`src/rtl/uart_tx_mmio.sv`:
```
// Memory-mapped 8N1 UART transmitter: TXDATA/STATUS window, byte FIFO, baud-rate serialiser.
// Define UART_TX_PARITY_EN to insert an even-parity bit between the data bits and the stop bit.
module uart_tx_mmio #(
  parameter logic [31:0] BASE_ADDR    = 32'h0001_0000,
  parameter int          CLKS_PER_BIT = 16,
  parameter int          FIFO_DEPTH   = 4
) (
  input  logic        clock,
  input  logic        reset,
  input  logic        rw,
  input  logic [31:0] ain,
  input  logic [31:0] din,
  output logic [31:0] dout,
  output logic        tx,
  output logic        busy
);

  localparam int AW = $clog2(FIFO_DEPTH);
  localparam int CW = AW + 1;
  localparam int BW = (CLKS_PER_BIT > 2) ? $clog2(CLKS_PER_BIT) : 1;

`ifdef UART_TX_PARITY_EN
  localparam logic PARITY_EN = 1'b1;
`else
  localparam logic PARITY_EN = 1'b0;
`endif

  typedef enum logic [2:0] {
    IDLE   = 3'd0,
    START  = 3'd1,
    DATA   = 3'd2,
    PARITY = 3'd3,
    STOP   = 3'd4
  } state_t;

  state_t         state;
  state_t         state_next;
  logic [7:0]     mem [FIFO_DEPTH];
  logic [AW-1:0]  wr_ptr;
  logic [AW-1:0]  rd_ptr;
  logic [CW-1:0]  count;
  logic [BW-1:0]  baud;
  logic [2:0]     bit_idx;
  logic [7:0]     shift;
  logic           tx_next;
  logic           full;
  logic           empty;
  logic           push_req;
  logic           push;
  logic           pop;
  logic           baud_done;
  logic [3:0]     count4;
  logic [31:0]    status;

`ifdef UART_TX_PARITY_EN
  logic           parity_q;
`endif

  assign full      = (count == CW'(FIFO_DEPTH));
  assign empty     = (count == '0);
  assign baud_done = (baud == BW'(CLKS_PER_BIT - 1));
  assign busy      = (state != IDLE) || !empty;

  // A CPU write to TXDATA is a one-cycle push request with no back-pressure:
  // it is taken when a slot is free or a pop frees one on the same edge, else dropped.
  assign push_req = rw && (ain == BASE_ADDR);
  assign pop      = (state == IDLE) && !empty;
  assign push     = push_req && (!full || pop);

  always_ff @(posedge clock) begin
    if (push) mem[wr_ptr] <= din[7:0];
  end

  always_ff @(posedge clock or negedge reset) begin
    if (!reset) begin
      wr_ptr <= '0;
      rd_ptr <= '0;
      count  <= '0;
    end else begin
      if (push) wr_ptr <= wr_ptr + AW'(1);
      if (pop)  rd_ptr <= rd_ptr + AW'(1);
      case ({push, pop})
        2'b10:   count <= count + CW'(1);
        2'b01:   count <= count - CW'(1);
        default: count <= count;
      endcase
    end
  end

  always_ff @(posedge clock or negedge reset) begin
    if (!reset) state <= IDLE;
    else        state <= state_next;
  end

  always_comb begin
    state_next = state;
    tx_next    = 1'b1;
    case (state)
      IDLE: begin
        tx_next = 1'b1;
        if (!empty) state_next = START;
      end
      START: begin
        tx_next = 1'b0;
        if (baud_done) state_next = DATA;
      end
      DATA: begin
        tx_next = shift[0];
        if (baud_done && (bit_idx == 3'd7)) state_next = PARITY_EN ? PARITY : STOP;
      end
`ifdef UART_TX_PARITY_EN
      PARITY: begin
        tx_next = parity_q;
        if (baud_done) state_next = STOP;
      end
`endif
      STOP: begin
        tx_next = 1'b1;
        if (baud_done) state_next = IDLE;
      end
      default: begin
        tx_next    = 1'b1;
        state_next = IDLE;
      end
    endcase
  end

  // tx is registered from the current state, so the line lags the FSM by one clock.
  always_ff @(posedge clock or negedge reset) begin
    if (!reset) begin
      baud    <= '0;
      bit_idx <= '0;
      shift   <= '0;
      tx      <= 1'b1;
    end else begin
      tx <= tx_next;
      if (state == IDLE || baud_done) baud <= '0;
      else                            baud <= baud + BW'(1);
      if (state == START)                  bit_idx <= '0;
      else if (state == DATA && baud_done) bit_idx <= bit_idx + 3'd1;
      if (pop)                             shift <= mem[rd_ptr];
      else if (state == DATA && baud_done) shift <= {1'b0, shift[7:1]};
    end
  end

`ifdef UART_TX_PARITY_EN
  always_ff @(posedge clock or negedge reset) begin
    if (!reset)   parity_q <= 1'b0;
    else if (pop) parity_q <= ^mem[rd_ptr];
  end
`endif

  assign count4 = 4'(count);
  assign status = {24'b0, count4, PARITY_EN, busy, empty, full};

  always_comb begin
    dout = '0;
    if (ain == BASE_ADDR + 32'd4) dout = status;
  end

endmodule

```
`config.mk`:
```
export PLATFORM = sky130hd
export DESIGN_NAME = uart_tx_mmio
export DESIGN_NICKNAME = d
export VERILOG_FILES = /design/src/rtl/uart_tx_mmio.sv
export SDC_FILE = /design/constraint.sdc
export NUM_CORES = 1
export LEC_CHECK = 0
export BUFFER_PORTS_ARGS = -buffer_cell sky130_fd_sc_hd__clkbuf_2
export CORE_MARGIN = 2
export CORE_UTILIZATION = 39
export CTS_BUF_LIST = sky130_fd_sc_hd__clkbuf_2 sky130_fd_sc_hd__clkbuf_4 sky130_fd_sc_hd__clkbuf_8
export DETAILED_ROUTE_END_ITERATION = 7
export GPL_TIMING_DRIVEN = 0
export PLACE_DENSITY = 0.7
export SYNTH_ARGS = -nofsm -noshare
export SYNTH_HDL_FRONTEND = slang
export SYNTH_SLANG_ARGS = --single-unit
export TNS_END_PERCENT = 10
```
`constraint.sdc`:
```
create_clock -name clock -period 6.4 [get_ports clock]
set_input_delay 0.32 -clock clock [delete_from_list [all_inputs] [get_ports clock]]
set_output_delay 0.32 -clock clock [all_outputs]
set_load 0.005 [all_outputs]
```
# After elaboration in Yosys (flattened, before gate mapping)
# Memories as Yosys holds them, arrays and structs flattened.
# Cells that the tools add are included.
# word_totals
mem_bits_ro	0
mem_bits_rw	32
out_inout_bits	34
latchBits	0
reg_bits	26
elab_cells	61
mem_count	1
input_bits	67
# memory_table
memory	words	width	rd	rd_clocked_by_memory_dff	wr	line	source
mem	4	8	1	0	1	38	logic [7:0] mem [FIFO_DEPTH];
# op_classes
n_mul	0
addsub	6
shifts	0
order_cmp	0
bitwise	0
n_eq_ne	14
mux	15
n_reduce_logical	17
div_mod_pow	0
# op_table
cell	n
== test 32 x 17 -> 1 bit, second input constant	2
two-way mux 3 bit	6
two-way mux 8 bit	2
case mux 3 bit (4 select lines)	1
== test 3 bit, second input constant	3
inequality test 2 bit, second input constant	4
two-way mux 7 bit	1
adder 3 x 1 -> 3 bit, second input constant	2
zero test 3 bit	2
case mux 3 bit (2 select lines)	1
nonzero test 2 bit	3
logical AND 1 bit	5
adder 2 x 1 -> 2 bit, second input constant	2
adder 4 x 1 -> 4 bit, second input constant	1
== test 4 bit, second input constant	1
two-way mux 4 bit	1
AND reduction 4 bit	1
== test 3 x 1 -> 1 bit, second input constant	1
== test 3 x 2 -> 1 bit, second input constant	1
logical OR 1 bit	3
nonzero test 3 bit	1
subtractor 3 x 1 -> 3 bit, second input constant	1
== test 2 x 1 -> 1 bit, second input constant	1
== test 2 bit, second input constant	1
3 further kinds	5

# Longest topological paths before layout
# logic_depth
depth_word	7
ltp_mapped	10

# Worst setup path after synthesis
# OpenSTA, ideal clock, no wires.
# synth_timing
path_kind	register to register
startpoint	register state[0]
endpoint	register count[1]
t_arrival_ps	2237
setup_slack_ps	4080
required_ps	6317
period_less_slack_ps	2320
setup_ps	83
stages_incl_launch_ff	9
cell_sequence	dfrtp_1 or3_4 a311o_2 nor3_4 inv_1 ha_1 inv_1 fa_1 o21ai_0
# synth_between
elab_chain_cells	6
elab_cells_between_ends	8
# synth_lines
item	line	source
from (decl)	36	state_t state;
from (signal assigned)	92	else state <= state_next;
zero test 3 bit (*)	67	assign pop = (state == IDLE) && !empty;
logical AND 1 bit (*)	67	
logical OR 1 bit	68	assign push = push_req && (!full || pop);
logical AND 1 bit	68	
== test 2 x 1 -> 1 bit / == test 2 bit (equally long branches)	82	case ({push, pop})
case mux 3 bit (2 select lines) / nonzero test 2 bit (equally long branches)	n/a	
to (signal assigned)	83	2'b10: count <= count + CW'(1);
to (signal assigned)	84	2'b01: count <= count - CW'(1);
to (signal assigned)	85	default: count <= count;
to (decl)	41	logic [CW-1:0] count;
# Every way passes the cells marked *; elsewhere a longest branch is shown, timed or not.
# A chain may end at the register's enable or synchronous reset.

# Worst setup path after layout
# layout_timing
startpoint	register state[2]
endpoint	register count[2]
# The elaborated chain is that of the path after synthesis.

==> results by group <==
Critical path
  • Worst Setup End Kind: flop
  • CP startpoint: state[2]$_DFFE_PN0P_
  • CP max FO: 10
  • CP Class: flop to flop
  • Crit start category: flop
  • RR Startpoint: state[2]$_DFFE_PN0P_
  • Worst Path Arrival: 2880 ps
  • WP data required: 6660 ps

Clock network
  • Hold-fix buffers, CTS: 0
  • Setup repair bufs after CTS: 0
  • Num CTS Buffers: 9
  • Clk sinks: 58
  • PostCTS Resize Cnt: 0
  • CTS tree: built
  • Clock transition at path regs: 60 ps
  • H-Tree Depth: 3
  • Root Driver: clkbuf_8
  • Longest Clk Path Bufs: 2
  • Clock Latency Late Sink: 340 ps

GRT
  • Global-route wire length before repair: 7.73 mm
  • Initial antenna violation count: 0
  • Total GRT Usage: 0.133
  • Gr ovfl total: 0
  • Vias in the first global route: 1678
  • Largest net degree at the start of global routing: 27

Run
  • # Max-Cap Violations: 0

Timing
  • Sum Neg Setup Slack: 0 ps
  • Highest clock rate: 0.382 GHz
  • Hold Vio Cnt, Final: 4
  • Final setup viols: 0
  • Min Hold Slack: -2.66 ps
  • RSZ-0062 raised after global routing: no
  • Final Cycle Share: 0.409
  • Worst Max-Slew Pin Slew: 651 ps
  • Clock skew: 10.3 ps
  • Min Tclk post-route: 2620 ps
  • Pins Over Slew Limit: 0
  • Rel. slew slack: 0.566

Routing
  • Initial DRC count: 60
  • Drt pass-1 iters: 4
  • Vias: 1755
  • Via-per-instance ratio: 4.43
  • WL final: 4.64 mm
  • WL per Instance: 11.7 um
  • Routed Antenna Nets: 0
  • DRC viols: 0

Layout
  • Total Nets Final: 372
  • Commonest non-fill, non-tap cells in the layout: clkbuf_2 (50), edfxtp_1 (32), buf_4 (26), conb_1 (26), dfrtp_1 (25)
  • Fillers: 626
  • Area grow syn2layout: 23.2%
  • Ant diodes: 0
  • Layout cell share with drive strength beyond 1: 0.380
  • Final core utilization: 0.503
  • Commonest non-fill, non-tap cell in the layout: clkbuf_2

Synth
  • Sequential share of the synthesized area: 0.575
  • Synth Instances: 210
  • Ys flop type: edfxtp_1
  • Synthesized area per cell: 13.4 um^2
  • Yosys warns: 0
  • Post-synth EDFFs: 32
  • Seq cells post-synth: 58
  • Post-synth ARST share: 0.448
  • Post-synth cell types: 42
  • Synthesized cell area: 0.00280 mm^2

Floorplan
  • Initial Util: 0.408
  • Placeable Area: 0.00687 mm^2
  • Die height: 88.8 um
  • Ports: 101
  • # rows: 30
  • Die W: 88.8 um
  • Die ar.: 0.00788 mm^2

Min path
  • Worst min path class: input pin to async pin

Power and ir drop
  • PD cells: 228 mW/mm^2
  • Max VDD drop: 0.187 mV
  • LEAKAGE: 0.00157 uW

Status
  • Failing checks: hold timing
  • Status: finished with violations

Place
  • Final HPWL DP: 3.49 mm
  • # port buffers: 50
  • Gpl congestion: 0.697
==> routing by layer <==
metal / up-vias / part of all wire / track usage
met3: 12 / 0.057 / 0.0494
met5: - / 0 / 0
li1: 868 / - / -
met2: 44 / 0.51 / 0.220
met4: 0 / 0.021 / 0.0537
met1: 831 / 0.41 / 0.158
==> flip-flops by register name, indices dropped and copies added (netlist names), 2 cells and up <==
| register | flops |
|---|---|
| state | 3 |
| wr_ptr | 2 |
| bit_idx | 3 |
| shift | 8 |
| rd_ptr | 2 |
| mem | 32 |
| baud | 4 |
| count | 3 |
==> final timing paths <==
path,end,slack (ps),depth (start not counted)
setup / recovery,count[2]$_DFFE_PN0P_,3780,10
hold / removal,baud[0]$_DFF_PN0_,-3,1
setup reg to reg,count[2]$_DFFE_PN0P_,3780,10
hold reg to reg,baud[0]$_DFF_PN0_,460,1
max in group asynchronous,bit_idx[2]$_DFFE_PN0P_,5970,1
min in group clock,mem[1][7]$_DFFE_PP_,200,1
==> where the power goes <==
| group | total, uW | internal (uW) | switching, uW |
|---|---|---|---|
| sequential | 418 | 410 | 8.09 |
| clock | 320 | 181 | 139 |
| combinational | 51.5 | 29.1 | 22.4 |
| total | 789 | 620 | 169 |
==> stage by stage <==
step / instance area [um^2] / setup WS, ps / hold WS [ps] / total power, uW / cells
global route: 3460 / 3500 / 45.8 / 823 / 396
finish: 3460 / 3780 / -2.66 / 789 / 396
floorplan: 2900 / 4080 / 24.4 / 454 / 235
global placement: 3270 / 3810 / 376 / 475 / 381
detailed placement: 3270 / 3760 / 380 / 477 / 381
CTS: 3460 / 3760 / 12.1 / 797 / 396
==> area by class of cell <==
type | count | area (um^2) | share of cell area
sequential | 58 | 1610 | 0.467
multi-input combinational | 138 | 1040 | 0.301
timing repair buffer | 50 | 250 | 0.0724
clock buffer | 10 | 131 | 0.0380
tap | 96 | 120 | 0.0348
buffer | 30 | 213 | 0.0615
inverter | 9 | 33.8 | 0.00978
clock inverter | 5 | 56.3 | 0.0163
==> cell families (layout without fill, tap and decap cells) <==
kind of cell	count (synthesis)	in the layout	synth area share
mux	16	16	0.0946
xor+xnor	9	9	0.0281
buf+inv	39	104	0.0879
compound gates	16	16	0.0361
flops	58	58	0.575
other cells	1	26	0.00134
fa+ha+maj	9	9	0.0428
simple gates	62	62	0.134
==> Yosys cell counts, types with 3 or more instances <==
cell type | count | area [um^2]
edfxtp_1 | 32 | 961
nand3_1 | 3 | 15.0
dfrtp_1 | 25 | 626
inv_1 | 8 | 30.0
ha_1 | 8 | 100
nand2_1 | 13 | 48.8
mux2i_1 | 7 | 70.1
buf_4 | 26 | 195
nor4_1 | 6 | 37.5
o21ai_1 | 6 | 30.0
xnor2_1 | 6 | 52.6
a21oi_1 | 3 | 15.0
mux4_2 | 8 | 180
nor3_1 | 5 | 25.0
nor2_1 | 12 | 45.0
and2_1 | 7 | 43.8
xor2_1 | 3 | 26.3
==> worst max-delay path, stage by stage, from the launching register on <==
cell      delay (ps)
dfrtp_1          460
nor3_1           290
nand2b_1         200
inv_2            160
clkbuf_1         330
ha_1             260
inv_1             60
fa_1             370
xor2_1           150
nor2_1           110
xor2_1           150
(Power assumes the default switching activity.)
